`config.mk`:
```
export PLATFORM = sky130hd
export DESIGN_NAME = mem_page_reader
export DESIGN_NICKNAME = d
export VERILOG_FILES = /design/src/rtl/mem_page_reader.sv
export SDC_FILE = /design/constraint.sdc
export NUM_CORES = 1
export LEC_CHECK = 0
export CORE_ASPECT_RATIO = 1.25
export CORE_UTILIZATION = 49
export DETAILED_ROUTE_END_ITERATION = 8
export GPL_TIMING_DRIVEN = 0
export PLACE_DENSITY_LB_ADDON = 0.25
export SYNTH_ARGS = -nofsm -noshare
export SYNTH_HDL_FRONTEND = slang
export SYNTH_SLANG_ARGS = --single-unit
```
`constraint.sdc`:
```
create_clock -name clkb -period 1.8 [get_ports clkb]
set_input_delay 0.27 -clock clkb [delete_from_list [all_inputs] [get_ports clkb]]
set_output_delay 0.27 -clock clkb [all_outputs]
set_load 0.01 [all_outputs]
```
`src/rtl/mem_page_reader.sv`:
```
// mem_page_reader: drains one page of the paged BRAM into a valid/ready stream, then releases it.
// Optional build macro PAGE_CHECKSUM_EN adds page_csum, the XOR of every word popped for the page.
module mem_page_reader #(
  parameter int RAM_WIDTH    = 18,
  parameter int RAM_DEPTH    = 1024,
  parameter int PAGES        = 2,
  parameter int READ_LATENCY = 2,
  parameter int FIFO_DEPTH   = 4
) (
  input  logic                         clkb,
  input  logic                         rstb_n,
  input  logic                         page_rdy,
  input  logic [PAGES/2:0]             page_id,
  input  logic [4:0]                   nent,
  output logic                         page_done,
  output logic [PAGES/2:0]             page_done_id,
  output logic [$clog2(RAM_DEPTH)-1:0] addrb,
  output logic [PAGES/2:0]             pageb,
  output logic                         enb,
  output logic                         regceb,
  input  logic [RAM_WIDTH-1:0]         doutb,
  output logic [RAM_WIDTH-1:0]         m_data,
  output logic                         m_valid,
  output logic                         m_last,
  input  logic                         m_ready,
  output logic                         busy,
`ifdef PAGE_CHECKSUM_EN
  output logic [RAM_WIDTH-1:0]         page_csum,
`endif
  output logic                         ovf
);

  localparam int AW = $clog2(RAM_DEPTH);
  localparam int PW = PAGES / 2 + 1;
  localparam int FW = $clog2(FIFO_DEPTH);
  localparam int CW = $clog2(FIFO_DEPTH + 1);
  localparam int IW = $clog2(READ_LATENCY + 1);
  localparam int SW = CW + IW;

  // state     | meaning
  // S_IDLE    | waiting for a pending page
  // S_LOAD    | page and count latched, decide empty vs. non-empty
  // S_ISSUE   | issuing reads while credit allows
  // S_DRAIN   | all reads issued, waiting for the stream to empty
  // S_RELEASE | one-cycle page_done
  typedef enum logic [2:0] {S_IDLE, S_LOAD, S_ISSUE, S_DRAIN, S_RELEASE} state_t;
  state_t r_state, w_next;

  logic                    r_pend_vld;
  logic [PW-1:0]           r_pend_id;
  logic [4:0]              r_pend_nent;
  logic                    r_ovf;
  logic [PW-1:0]           r_page;
  logic [4:0]              r_cnt;
  logic [4:0]              r_addr;
  logic                    r_last_seen;
  logic [READ_LATENCY-1:0] r_vld_sr;
  logic [READ_LATENCY-1:0] r_last_sr;
  logic [IW-1:0]           r_inflight;
  logic [RAM_WIDTH:0]      r_fifo [FIFO_DEPTH];
  logic [FW-1:0]           r_wr_ptr;
  logic [FW-1:0]           r_rd_ptr;
  logic [CW-1:0]           r_fifo_cnt;

  logic                    w_take;
  logic [SW-1:0]           w_used;
  logic                    w_issue;
  logic                    w_issue_last;
  logic                    w_push;
  logic                    w_pop;
  logic [RAM_WIDTH:0]      w_head;

  assign w_take       = (r_state == S_IDLE) && r_pend_vld;
  assign w_used       = SW'(r_inflight) + SW'(r_fifo_cnt);
  // Reserving FIFO space at issue time is what makes backpressure lossless.
  assign w_issue      = (r_state == S_ISSUE) && (w_used < SW'(FIFO_DEPTH));
  assign w_issue_last = w_issue && (r_addr == r_cnt - 5'd1);
  assign w_push       = r_vld_sr[READ_LATENCY-1];
  assign w_head       = r_fifo[r_rd_ptr];
  assign w_pop        = m_valid && m_ready;

  assign m_valid = (r_fifo_cnt != '0);
  assign m_data  = m_valid ? w_head[RAM_WIDTH-1:0] : '0;
  assign m_last  = m_valid && w_head[RAM_WIDTH];
  assign ovf     = r_ovf;

  always_ff @(posedge clkb or negedge rstb_n) begin
    if (!rstb_n) r_state <= S_IDLE;
    else         r_state <= w_next;
  end

  always_comb begin
    w_next = r_state;
    unique case (r_state)
      S_IDLE:    if (r_pend_vld) w_next = S_LOAD;
      S_LOAD:    w_next = (r_cnt == 5'd0) ? S_RELEASE : S_ISSUE;
      S_ISSUE:   if (w_issue_last) w_next = S_DRAIN;
      S_DRAIN:   if ((r_inflight == '0) && (r_fifo_cnt == '0) && r_last_seen) w_next = S_RELEASE;
      S_RELEASE: w_next = S_IDLE;
      default:   w_next = S_IDLE;
    endcase
  end

  always_comb begin
    enb          = w_issue;
    addrb        = '0;
    pageb        = '0;
    page_done    = 1'b0;
    page_done_id = '0;
    busy         = (r_state != S_IDLE);
    regceb       = busy;
    if (w_issue) begin
      addrb = AW'(r_addr);
      pageb = r_page;
    end
    if (r_state == S_RELEASE) begin
      page_done    = 1'b1;
      page_done_id = r_page;
    end
  end

  // The slot frees in the cycle the FSM takes it, so a same-cycle page_rdy still lands.
  always_ff @(posedge clkb or negedge rstb_n) begin
    if (!rstb_n) begin
      r_pend_vld  <= 1'b0;
      r_pend_id   <= '0;
      r_pend_nent <= '0;
      r_ovf       <= 1'b0;
    end else if (page_rdy && (!r_pend_vld || w_take)) begin
      r_pend_vld  <= 1'b1;
      r_pend_id   <= page_id;
      r_pend_nent <= nent;
    end else begin
      if (page_rdy) r_ovf      <= 1'b1;
      if (w_take)   r_pend_vld <= 1'b0;
    end
  end

  always_ff @(posedge clkb or negedge rstb_n) begin
    if (!rstb_n) begin
      r_page      <= '0;
      r_cnt       <= '0;
      r_addr      <= '0;
      r_last_seen <= 1'b0;
    end else begin
      if (w_take) begin
        r_page <= r_pend_id;
        r_cnt  <= r_pend_nent;
        r_addr <= '0;
      end else if (w_issue) begin
        r_addr <= r_addr + 5'd1;
      end
      if (w_take)                r_last_seen <= 1'b0;
      else if (w_pop && m_last)  r_last_seen <= 1'b1;
    end
  end

  always_ff @(posedge clkb or negedge rstb_n) begin
    if (!rstb_n) begin
      r_vld_sr   <= '0;
      r_last_sr  <= '0;
      r_inflight <= '0;
    end else begin
      r_vld_sr[0]  <= w_issue;
      r_last_sr[0] <= w_issue_last;
      for (int i = 1; i < READ_LATENCY; i++) begin
        r_vld_sr[i]  <= r_vld_sr[i-1];
        r_last_sr[i] <= r_last_sr[i-1];
      end
      case ({w_issue, w_push})
        2'b10:   r_inflight <= r_inflight + IW'(1);
        2'b01:   r_inflight <= r_inflight - IW'(1);
        default: r_inflight <= r_inflight;
      endcase
    end
  end

  always_ff @(posedge clkb) begin
    if (w_push) r_fifo[r_wr_ptr] <= {r_last_sr[READ_LATENCY-1], doutb};
  end

  always_ff @(posedge clkb or negedge rstb_n) begin
    if (!rstb_n) begin
      r_wr_ptr   <= '0;
      r_rd_ptr   <= '0;
      r_fifo_cnt <= '0;
    end else begin
      if (w_push) r_wr_ptr <= (r_wr_ptr == FW'(FIFO_DEPTH - 1)) ? '0 : r_wr_ptr + FW'(1);
      if (w_pop)  r_rd_ptr <= (r_rd_ptr == FW'(FIFO_DEPTH - 1)) ? '0 : r_rd_ptr + FW'(1);
      case ({w_push, w_pop})
        2'b10:   r_fifo_cnt <= r_fifo_cnt + CW'(1);
        2'b01:   r_fifo_cnt <= r_fifo_cnt - CW'(1);
        default: r_fifo_cnt <= r_fifo_cnt;
      endcase
    end
  end

`ifdef PAGE_CHECKSUM_EN
  logic [RAM_WIDTH-1:0] r_csum_acc;
  logic [RAM_WIDTH-1:0] r_csum;

  always_ff @(posedge clkb or negedge rstb_n) begin
    if (!rstb_n) begin
      r_csum_acc <= '0;
      r_csum     <= '0;
    end else begin
      if (w_take)     r_csum_acc <= '0;
      else if (w_pop) r_csum_acc <= r_csum_acc ^ m_data;
      if (r_state == S_RELEASE) r_csum <= r_csum_acc;
    end
  end

  assign page_csum = (r_state == S_RELEASE) ? r_csum_acc : r_csum;
`endif

endmodule

```
Word level (Yosys, flattened, before mapping)
Memories as Yosys holds them, arrays and structs flattened.
Cells that the tools add are included.
- flip-flop bits (word level): 38
- bits in writable memories: 76
- input port bits: 29
- output and inout bits: 39
- word-level logic and storage cells: 87
- memories: 1
- add/sub/neg operators: 9
- $lt $le $gt $ge: 1
- equal/unequal tests: 14
- multiplexer cells: 22
- bitwise gates (word level): 1
- reductions and logical operators: 24
- memory list (memory ; words ; bits a word ; read ports ; clocked after Yosys merged registers in ; write ports ; line ; text):
    r_fifo ; 4 ; 19 ; 1 ; 0 ; 1 ; 60 ; logic [RAM_WIDTH:0] r_fifo [FIFO_DEPTH];
- operators by type and width (kind ; count):
    two-way mux 18 bit ; 1
    two-way mux 5 bit ; 3
    two-way mux 3 bit ; 4
    one-hot mux 3 bit (4 select lines) ; 1
    nonzero test 2 bit ; 5
    logical AND 1 bit ; 9
    == test 2 bit, second input constant ; 4
    two-way mux 2 bit ; 4
    two-way mux 1 bit ; 7
    adder 2 x 1 -> 2 bit, second input constant ; 3
    == test 3 x 2 -> 1 bit, second input constant ; 2
    zero test 3 bit ; 2
    != test 2 bit, second input constant ; 3
    one-hot mux 3 bit (2 select lines) ; 1
    nonzero test 3 bit ; 2
    adder 5 x 1 -> 5 bit, second input constant ; 1
    == test 5 bit ; 1
    zero test 5 bit ; 1
    subtractor 5 x 1 -> 5 bit, second input constant ; 1
    adder 2 x 3 -> 4 bit ; 1
    == test 2 x 1 -> 1 bit, second input constant ; 2
    < comparator 4 x 3 -> 1 bit, second input constant ; 1
    one-hot mux 2 bit (2 select lines) ; 1
    adder 3 x 1 -> 3 bit, second input constant ; 1
    10 further kinds ; 10

Logic depth before layout (Yosys ltp)
Gate-level depths: netlist (run 1).
- depth after elaboration: 6
- depth in mapped cells: 10
- mapped depth without buffers: 10

Worst setup path after synthesis (run 1)
Ideal clock, no wire load.
- path kind: register -> register
- start: reg r_state[0]
- end: reg r_inflight[1]
- setup time: 79 ps
- data arrival time: 1872 ps
- data required time: 1721 ps
- setup slack: -151 ps
- stages on the path, launching flop included: 7
- path buffers: 0
- cell sequence: dfrtp_1 > or4b_4 > a311oi_4 > inv_2 > ha_1 > nor2_1 > xor2_1
- longest elaborated chain between the ends: 4
- ends and longest elaborated chain (what ; line ; text):
    start: declaration ; 47 ; state_t r_state, w_next;
    start signal: assignment ; 89 ; else r_state <= w_next;
    == test 3 x 2 -> 1 bit (*) ; 76 ; assign w_issue = (r_state == S_ISSUE) && (w_used < SW'(FIFO_DEPTH));
    logical AND 1 bit (*) ; 76 ;
    == test 2 x 1 -> 1 bit / == test 2 bit (equally long branches) ; 170 ; case ({w_issue, w_push})
    one-hot mux 2 bit (2 select lines) / nonzero test 2 bit (equally long branches) ; - ;
    end signal: assignment ; 171 ; 2'b10: r_inflight <= r_inflight + IW'(1);
    end signal: assignment ; 172 ; 2'b01: r_inflight <= r_inflight - IW'(1);
    end signal: assignment ; 173 ; default: r_inflight <= r_inflight;
    end: declaration ; 59 ; logic [IW-1:0] r_inflight;
Every way passes the cells marked *; elsewhere a longest branch is shown, timed or not.
A chain may end at the register's enable or synchronous reset.

Final worst setup path (run 1)
- start: reg r_state[2]
- end: out addrb[4]
- longest elaborated chain between the ends: 3
- ends and longest elaborated chain (what ; line ; text):
    == test 3 x 2 -> 1 bit ; 76 ;
    logical AND 1 bit ; 76 ;
    two-way mux 5 bit ; 112 ; if (w_issue) begin
    end: declaration ; 17 ; output logic [$clog2(RAM_DEPTH)-1:0] addrb,
Every way passes these cells.

==> reports/summary.json, run 1 <==
{
  "timing.critical_path.fanout_max": 3,
  "yosys-mux-area-fraction_pct": 12.77,
  "globalRouteTotalUtil_pct": 21.42,
  "number_of_distinct_library_cell_variants_in_the_gate_level_netlist_after_synthesis": 40,
  "yosys.area_share.xor_xnor_pct": 2.724,
  "multi_input_gate_area_in_the_final_layout_um2": 1709,
  "io_buffers": 62,
  "r2r_start": "r_state[2]",
  "pin_count_of_the_biggest_net_entering_global_routing": 39,
  "rr_endpoint": "r_inflight[1]",
  "detailroute.via_count": 3017,
  "final.period_utilization_pct": 134.8,
  "syn_to_final_growth_pct": 45.82,
  "insertedDiodeCount": 0,
  "gp_routability_congestion": 0.8135,
  "path_clk_slew_ns": 0.06,
  "critPathLaunchType": "flop",
  "mostFrequentLayoutCell": "edfxtp_1",
  "row_count": 40,
  "layout_cell_share_with_drive_strength_beyond_1_pct": 49.44,
  "design.portCount": 68,
  "fillers": 600,
  "route.detailed.drc": 0,
  "synth_top_family_by_area": "multiplexers",
  "hold_class": "reg -> reg",
  "drt_pass1_iterations": 4,
  "cts_tree": "done",
  "setup_total_negative_slack_ns": -16.12,
  "ys_warn_count": 0,
  "cts_buffer_depth": 2,
  "share_of_synthesized_flip_flops_with_an_asynchronous_set_or_reset_pct": 33.33,
  "fmax_ghz": 0.4120,
  "relSlewSlack_pct": 41.35,
  "route.detailed.wl_per_inst_um": 17.89,
  "grt_setup_unrepaired": "yes",
  "dp_hpwl_mm": 5.561,
  "capturing_element_type_of_the_critical_path": "primary output",
  "netlist_area_um2": 4822,
  "worst-setup-path-type": "reg -> out",
  "layout.core_utilization_pct": 73.18,
  "worst_hold_path.num_cells": 0,
  "design_area_um2": 7032,
  "global_route_wire_length_before_repair_mm": 16.31,
  "power.density_cell_area_nw_per_um2": 1807,
  "maxCapViolations": 0,
  "min_from": "r_vld_sr[0]",
  "power.ir.vdd_worst_mv": 1.468,
  "postSynthRegisterBits": 114,
  "first_global_vias": 3255,
  "floorplan.die_area_um2": 10240,
  "most-common-layout-cells": "76 x edfxtp_1, 59 x buf_6, 33 x dfrtp_1",
  "synth-seq-area-share_pct": 67.05,
  "synth_compound_area_share_pct": 2.750,
  "htree_levels": 4,
  "post_synth_fa_ha_maj_area_fraction_pct": 3.010,
  "critical_path_arrival_ns": 2.16,
  "syn_inst": 300,
  "tightestPinTransition_ns": 0.8798,
  "viasPerCell": 5.265,
  "cts_made_buffers": 17,
  "placedInstanceArea_um2": 5629,
  "core_um2": 9609,
  "root_buffer": "clkbuf_16",
  "synthesis.area_per_instance_um2": 16.07,
  "worst_skew_pair.late_latency_ns": 0.41,
  "storage_element_area_um2": 3239,
  "timing.final.crit_period_ns": 2.427,
  "setup_violations": 57,
  "run_status": "finished, violations left",
  "timing.final.hold_violations": 0,
  "antenna_found_initial": 0,
  "die_w_um": 90.73,
  "number_of_max_slew_violations_in_the_final_report": 0,
  "worst_hold_path.endpoint": "r_vld_sr[1]",
  "fp.dieH_um": 112.9,
  "synthSimpleGateAreaFrac_pct": 8.692,
  "reg2regPathDepth": 10,
  "initial_utilization_pct": 50.18,
  "tritoncts_num_sinks": 114,
  "required_ns": 1.53,
  "overflow": 0,
  "finalClockSkew_ns": 0.008054,
  "finish.net_count": 474,
  "antenna_violating_nets_post_route": 0,
  "dominantRegCellSynth": "edfxtp_1",
  "postRouteWirelength_mm": 10.25,
  "reg2reg_slack_ns": -0.54,
  "p_leak_nw": 2.799,
  "timing.final.ws_setup_ns": -0.6269,
  "failed_checks": "negative setup slack",
  "synth_edf_count": 76,
  "dr.first_iter.drc_count": 94
}
[logic make-up after synthesis]
family,count (synthesis)
compound gates,19
xor+xnor,15
other cells,1
flops,114
simple gates,74
fa+ha+maj,11
buf+inv,30
mux,36
[repair_timing]
item	CTS	global route
pin swaps	26	27
gates cloned	2	0
gates resized for setup	233	70
endpoints found under the setup margin	103	79
endpoints found under the hold margin	18	0
buffers inserted	43	16
hold buffers	1	0
[through the flow]
step           hold slack [ns]  cells  worst slack (ns)  total power [mW]
6_report                0.3493    573           -0.6269             12.71
5_1_grt                 0.3515    573           -0.6701             13.37
4_1_cts                 0.3480    569           -0.7236             12.19
3_5_place_dp            0.3356    492           -0.7680             7.503
3_3_place_gp            0.3337    492           -0.7417             7.399
2_1_floorplan         -0.02559    304           -0.1172             6.128
[worst max-delay path, stage by stage (launching register included)]
cell,delay (ns)
dfrtp_2,0.40
or4b_4,0.55
a311oi_4,0.27
buf_4,0.20
buf_6,0.10
and2_1,0.11
buf_2,0.12
[synthesized netlist by cell type, drive strengths merged (4+ instances only)]
library cell   n  area share (%)
and2          30             3.9
xor2           6             1.1
mux2          14             3.3
a21oi          6            0.62
nand2         11            0.86
clkbuf         6            0.47
mux4          19             8.9
o21ai          5            0.52
xnor2          9             1.6
nor3           4            0.42
dfrtp         38              20
nor2          11            0.91
buf           10             1.4
inv           14             1.1
ha            10             2.6
nor3b          4            0.62
edfxtp        76              47
[power breakdown]
part | internal (mW) | leakage [nW] | switching, mW
registers | 3.37 | 1.15 | 0.420
clock network | 2.16 | 0.286 | 1.19
logic | 3.27 | 1.37 | 2.29
[registers in the layout, indices dropped and copies added, names as in the netlist, 2 cells and up]
signal,cells
r_state,3
r_pend_id,2
r_cnt,5
r_pend_nent,5
r_page,2
r_vld_sr,2
r_inflight,2
r_fifo_cnt,3
r_fifo,76
r_addr,5
r_rd_ptr,2
r_last_sr,2
r_wr_ptr,2
[cell type report]
class	instances	share of cell area, %
buffer	12	1.726
clock buffer	17	6.050
clock inverter	15	2.367
inverter	14	0.8185
multi-input combinational	160	24.31
sequential	114	46.07
tap	126	2.242
timing repair buffer	115	16.42
[per-layer routing]
metal	track usage, %	part of all wire, %
met5	0	0
met4	11.29	2.5
met3	5.108	4.3
met2	37.53	54
met1	24.28	39
[worst max-delay path by stage]
stage / start / end / slack, ns / depth (start not counted)
after global routing: r_state[2] / addrb[3] / -0.67 / 7
after detailed placement: r_rd_ptr[1] / m_data[14] / -0.77 / 5
after floorplan: r_state[0] / r_inflight[1] / -0.12 / 7
final: r_state[2] / addrb[4] / -0.63 / 6
after CTS: r_state[0] / addrb[2] / -0.72 / 7
after global placement: r_rd_ptr[1] / m_data[12] / -0.74 / 5
Note: power is estimated with default switching activity, not from simulation.
==> inputs of run 2 (changes only) <==
- CORE_UTILIZATION: 49 -> 41
==> run 2 against run 1 <==
Combinational power grew 2%. Hold slack worse by 0.36 ns. Total power rose by 4.8%. The flow finishes with violations (negative hold slack, negative setup slack). Largest cell class unchanged.
==> reports/summary.json, run 2 (synthesis gave the netlist of run 1 again) <==
{
  "critical-path-slowest-cell": {"value": "or4b_4", "change": "unchanged"},
  "grt_setup_unrepaired": {"value": "yes", "change": "unchanged"},
  "hold_class": {"value": "in -> async", "change": "was reg -> reg"},
  "cellInternalPower": {"value": 9.505, "unit": "mW", "change": "was 8.801 mW"},
  "globalRouteTotalUtil": {"value": 18.10, "unit": "%", "change": "was 21.42%"},
  "detailroute.via_count": {"value": 2928, "change": "was 3,017"},
  "global_route_wire_length_before_repair": {"value": 16.30, "unit": "mm", "change": "was 16.31 mm"},
  "power.sequential.fraction": {"value": 28.6, "unit": "%", "change": "was 29.8%"},
  "first_global_vias": {"value": 3221, "change": "was 3,255"},
  "layout.core_utilization": {"value": 63.10, "unit": "%", "change": "was 73.18%"},
  "worst-setup-path-type": {"value": "reg -> out", "change": "unchanged"},
  "tightestPinTransition": {"value": 0.8737, "unit": "ns", "change": "was 0.8798 ns"},
  "design.portCount": {"value": 68, "change": "unchanged"},
  "tritoncts_num_sinks": {"value": 114, "change": "unchanged"},
  "power.density_cell_area": {"value": 1867, "unit": "nW/um2", "change": "was 1807 nW/um2"},
  "die_w": {"value": 99, "unit": "um", "change": "was 90.73 um"},
  "timing.critical_path.fanout_max": {"value": 4, "change": "was 3"},
  "route.detailed.drc": {"value": 0, "change": "unchanged"},
  "reg2reg_slack": {"value": -0.42, "unit": "ns", "change": "was -0.54 ns"},
  "timing.final.hold_violations": {"value": 38, "change": "was 0"},
  "root_buffer": {"value": "clkbuf_16", "change": "unchanged"},
  "insertedDiodeCount": {"value": 0, "change": "unchanged"},
  "failed_checks": {"value": "negative hold slack, negative setup slack", "change": "was negative setup slack"},
  "rr_endpoint": {"value": "r_addr[3]", "change": "was r_inflight[1]"},
  "swShare": {"value": 28.59, "unit": "%", "change": "was 30.73%"},
  "placedInstanceArea": {"value": 5640, "unit": "um2", "change": "was 5629 um2"},
  "htree_levels": {"value": 4, "change": "unchanged"},
  "design_area": {"value": 7129, "unit": "um2", "change": "was 7032 um2"},
  "capturing_element_type_of_the_critical_path": {"value": "primary output", "change": "unchanged"},
  "r2r_start": {"value": "r_state[2]", "change": "unchanged"},
  "number_of_max_slew_violations_in_the_final_report": {"value": 0, "change": "unchanged"},
  "cell_class_contributing_the_biggest_share_of_worst_path_delay": {"value": "simple AND/OR/NAND/NOR gates", "change": "unchanged"},
  "final.period_utilization": {"value": 133.3, "unit": "%", "change": "was 134.8%"},
  "layout_cell_share_with_drive_strength_beyond_1": {"value": 47.66, "unit": "%", "change": "was 49.44%"},
  "postRouteWirelength": {"value": 10.02, "unit": "mm", "change": "was 10.25 mm"},
  "timing.final.ws_setup": {"value": -0.5985, "unit": "ns", "change": "was -0.6269 ns"},
  "run_status": {"value": "finished, violations left", "change": "unchanged"},
  "setup_violations": {"value": 47, "change": "was 57"},
  "clock_power_share": {"value": 28.6, "unit": "%", "change": "was 26.4%"},
  "viasPerCell": {"value": 5.014, "change": "was 5.265"},
  "overflow": {"value": 0, "change": "unchanged"},
  "cts_made_buffers": {"value": 17, "change": "unchanged"},
  "pin_count_of_the_biggest_net_entering_global_routing": {"value": 39, "change": "unchanged"},
  "p_leak": {"value": 2.892, "unit": "nW", "change": "was 2.799 nW"},
  "critical_path_arrival": {"value": 2.13, "unit": "ns", "change": "was 2.16 ns"},
  "syn_to_final_growth": {"value": 47.85, "unit": "%", "change": "was 45.82%"},
  "timing.final.crit_period": {"value": 2.399, "unit": "ns", "change": "was 2.427 ns"},
  "io_buffers": {"value": 62, "change": "unchanged"},
  "cp_num_buf_inv": {"value": 3, "change": "unchanged"},
  "dr.first_iter.drc_count": {"value": 133, "change": "was 94"},
  "number_of_flip_flops_in_the_largest_register": {"value": 76, "change": "unchanged"},
  "maxCapViolations": {"value": 0, "change": "unchanged"},
  "antenna_found_initial": {"value": 0, "change": "unchanged"},
  "most-common-layout-cells": {"value": "76 x edfxtp_1, 49 x buf_6, 34 x dfrtp_1", "change": "was 76 x edfxtp_1, 59 x buf_6, 33 x dfrtp_1"},
  "critical-path-max-stage-delay": {"value": 0.53, "unit": "ns", "change": "was 0.55 ns"},
  "route.detailed.wl_per_inst": {"value": 17.15, "unit": "um", "change": "was 17.89 um"},
  "fp.dieH": {"value": 123.3, "unit": "um", "change": "was 112.9 um"},
  "path_clk_slew": {"value": 0.05, "unit": "ns", "change": "was 0.06 ns"},
  "initial_utilization": {"value": 42.68, "unit": "%", "change": "was 50.18%"},
  "largest-register": {"value": "r_fifo", "change": "unchanged"},
  "antenna_violating_nets_post_route": {"value": 0, "change": "unchanged"},
  "gp_routability_congestion": {"value": 0.7769, "change": "was 0.8135"},
  "row_count": {"value": 43, "change": "was 40"},
  "fmax": {"value": 0.4169, "unit": "GHz", "change": "was 0.4120 GHz"},
  "setup_total_negative_slack": {"value": -14.21, "unit": "ns", "change": "was -16.12 ns"},
  "share_comb_of_total_power": {"value": 42.8, "unit": "%", "change": "was 43.8%"},
  "multi_input_gate_area_in_the_final_layout": {"value": 1680, "unit": "um2", "change": "was 1709 um2"},
  "finish.net_count": {"value": 477, "change": "was 474"},
  "drt_pass1_iterations": {"value": 4, "change": "unchanged"},
  "mostFrequentLayoutCell": {"value": "edfxtp_1", "change": "unchanged"},
  "cts_buffer_depth": {"value": 2, "change": "unchanged"},
  "net_switching_power_figure": {"value": 3.805, "unit": "mW", "change": "was 3.905 mW"},
  "relSlewSlack": {"value": 41.75, "unit": "%", "change": "was 41.35%"},
  "hold_ws": {"value": -0.01072, "unit": "ns", "change": "was 0.3493 ns"},
  "finalClockSkew": {"value": 0.004533, "unit": "ns", "change": "was 0.008054 ns"},
  "floorplan.die_area": {"value": 12200, "unit": "um2", "change": "was 10,240 um2"},
  "reg2regPathDepth": {"value": 8, "change": "was 10"},
  "storage_element_area": {"value": 3238, "unit": "um2", "change": "was 3239 um2"},
  "required": {"value": 1.53, "unit": "ns", "change": "about the same"},
  "dp_hpwl": {"value": 5.779, "unit": "mm", "change": "was 5.561 mm"},
  "worstPathCellList": {"value": "or4b_4, a311oi_4, buf_6, buf_6, and2_4, buf_6", "change": "was or4b_4, a311oi_4, buf_4, buf_6, and2_1, buf_2"},
  "fillers": {"value": 818, "change": "was 600"},
  "path_common_cell": "buf_6",
  "worst_skew_pair.late_latency": {"value": 0.40, "unit": "ns", "change": "was 0.41 ns"},
  "power.ir.vdd_worst": {"value": 1.191, "unit": "mV", "change": "was 1.468 mV"},
  "core": {"value": 11300, "unit": "um2", "change": "was 9609 um2"},
  "cts_tree": {"value": "done", "change": "unchanged"},
  "critPathLaunchType": {"value": "flop", "change": "unchanged"}
}
-- run 2: area by class of cell --
class / count / area share [%]
plain buffers: 15 / 2.264
clock buffers: 18 / 6.020
clock inverters: 13 / 3.352
inverters: 14 / 0.8073
multi-input cells: 160 / 23.57
flip-flops and latches: 114 / 45.42
well taps: 135 / 2.369
repair buffers: 115 / 16.20
-- run 2: power by group through the flow --
stage,registers (mW),clock network (mW),logic [mW]
detailed placement,3.81,0,3.72
global placement,3.77,0,3.66
floorplan,3.67,0,2.45
CTS,3.81,3.86,5.01
global route,3.86,3.98,6.14
finish,3.80,3.81,5.70
-- run 2: worst max path at each step --
| stage | start | endpoint | slack (ns) | cells past startpoint |
|---|---|---|---|---|
| finish | r_state[2] | addrb[0] | -0.60 | 6 |
| global route | r_state[2] | addrb[0] | -0.69 | 6 |
| CTS | r_state[2] | addrb[0] | -0.69 | 6 |
| detailed placement | r_rd_ptr[1] | m_data[15] | -0.76 | 5 |
| global placement | r_rd_ptr[1] | m_data[13] | -0.76 | 5 |
| floorplan | r_state[0] | r_inflight[1] | -0.12 | 7 |
-- run 2: repair_timing --
action,CTS,global route
endpoints found under the setup margin,110,79
setup buffers,40,15
gates cloned,2,0
gates resized for setup,222,48
hold buffers,0,0
pin swaps,24,26
-- run 2: routing by layer --
layer  wire length (um)  share of wire, %  track usage (%)  up-vias
met2               5551                55            32.43       66
li1                   -                 -                -     1372
met1               3982                40            20.03     1477
met4                113               1.1            7.369        0
met3                368               3.7            5.596       13
met5                  0                 0                0        -
-- run 2: stage by stage --
| stage | std cells | total power, mW | setup WS, ns |
|---|---|---|---|
| 6_report | 584 | 13.31 | -0.5985 |
| 5_1_grt | 584 | 13.98 | -0.6861 |
| 4_1_cts | 572 | 12.68 | -0.6932 |
| 3_5_place_dp | 501 | 7.534 | -0.7614 |
| 3_3_place_gp | 501 | 7.435 | -0.7566 |
| 2_1_floorplan | 304 | 6.128 | -0.1172 |
==> RTL edit: new RTL, config.mk and constraints of run 2 <==
Change the parameter `RAM_DEPTH` from 1024 to 4096.
--- a/src/rtl/mem_page_reader.sv
+++ b/src/rtl/mem_page_reader.sv
@@ -4,3 +4,3 @@
   parameter int RAM_WIDTH    = 18,
-  parameter int RAM_DEPTH    = 1024,
+  parameter int RAM_DEPTH    = 4096,
   parameter int PAGES        = 2,
Ports: changed (resized addrb); port bits go from 68 to 70. No check against the original RTL was run, so the function may have changed too.
==> RTL edit against run 2 <==
The flow still finishes with violations (hold timing, setup timing). Synthesized area increased by 0.31%. Utilization decreased by 3.1 points. Sequential cell count unchanged. Via count decreased by 0.24%. Worst setup slack got worse by 0.057 ns. Total power decreased by 6.8%. Routed wire length increased by 1.2%. Final area decreased by 2.7%. Critical endpoint unchanged. Largest cell class unchanged. Highest routed layer unchanged.
==> RTL edit: results (changes against run 2) <==
[yosys]
yosysSeqAreaShare_pct=66.8  ; -0.21 points
synth_xor_area_share_pct=2.72  ; -0.0085 points
syn_avg_cell_area_um2=16.0  ; -0.35%
synth_fa_ha_area_share_pct=3.00  ; -0.0093 points
synthTopCellsByArea=edfxtp_1 (47%), dfrtp_1 (20%), mux4_2 (8.8%)
synth-warning-count=0  ; unchanged
synth_compound_area_share_pct=2.74  ; -0.0085 points

[worst_setup_path]
r2r_slack_ns=-0.36  ; +0.06 ns
cp.arrival_ns=2.19  ; +0.06 ns
r2r_cells=9  ; +1
max_stage_delay_ns=0.55  ; +0.02 ns
rr_endpoint=r_inflight[1]
rr_startpoint=r_fifo_cnt[2]

[final_layout]
multi_input_gates=162  ; +1.3%
nets=470  ; -1.5%
multi_input_area_share_pct=24.2  ; +0.66 points
buffers=121  ; -6.9%
layout-drive-gt1-share_pct=45.8  ; -1.8 points
nonClkBufAreaFrac_pct=17.4  ; -1.0 points
fin_util_pct=60.0  ; -3.1 points
clkCellAreaFrac_pct=8.40  ; -0.97 points
clock_buffers=23  ; +5
stdcell_area_mm2=0.00694  ; -2.7%

[drt]
vias=2921  ; -0.24%
drt_iter0_drc=87  ; -35%
routedWlPerCell_um=17.4  ; +1.7%
routed_wl_um=10100  ; +1.2%

[grt]
grt_pass1_vias=3146  ; -2.3%
grt_pass1_wl_um=16000  ; -2.1%
grtUsageTotal_pct=18.0  ; -0.12 points

[timing]
setup_viol_count_final=49  ; +4.3%
final-hold-violation-count=38  ; unchanged
worst_slack_ns=-0.655  ; -0.0567 ns
holdWs_ns=-0.0159  ; -0.00518 ns
finClkSkew_ns=0.00422  ; -0.000314 ns

[placed_design]
gp_congestion=0.748  ; -3.7%
dpl_cell_area_mm2=0.00567  ; +0.47%
dp_hpwl_um=5690  ; -1.6%
placed_cells=508  ; +1.4%

[run_status]
violations=hold timing, setup timing
outcome=complete, but fails checks

[pwr]
leakage_uw=0.00275  ; -4.8%
pg_clk_uw=3230  ; -15%
powerComb_uw=5400  ; -5.3%
combPwrFrac_pct=43.5  ; +0.7 points
intPower_uw=8690  ; -8.5%
ir_drop_mv=0.880  ; -26%

==> RTL edit: changes by cell type in the layout (fill, tap and decap cells not counted), sizes merged <==
| cell | run 2 | this run |
|---|---|---|
| clkinvlp | 0 | 4 |
| buf | 96 | 84 |
| clkbuf | 21 | 29 |
| dlymetal6s2s | 3 | 0 |
| bufinv | 7 | 2 |
| conb | 5 | 7 |
| clkinv | 6 | 3 |
| clkdlybuf4s50 | 28 | 31 |
==> RTL edit: what timing repair did <==
action / in CTS / in global routing
setup buffers: 35 / 9
pin swaps: 18 / 19
endpoints found under the setup margin: 123 / 61
gates resized for setup: 227 / 29
endpoints found under the hold margin: 0 / 0
gates cloned: 3 / 1
==> RTL edit: layer usage <==
| metal | GRT usage (%) | vias up | wire length, um |
|---|---|---|---|
| met5 | 0 | - | 0 |
| met4 | 7.54 | 0 | 169 |
| met3 | 4.52 | 15 | 410 |
| met2 | 33.0 | 78 | 5580 |
| met1 | 19.9 | 1475 | 3980 |
| li1 | - | 1353 | - |
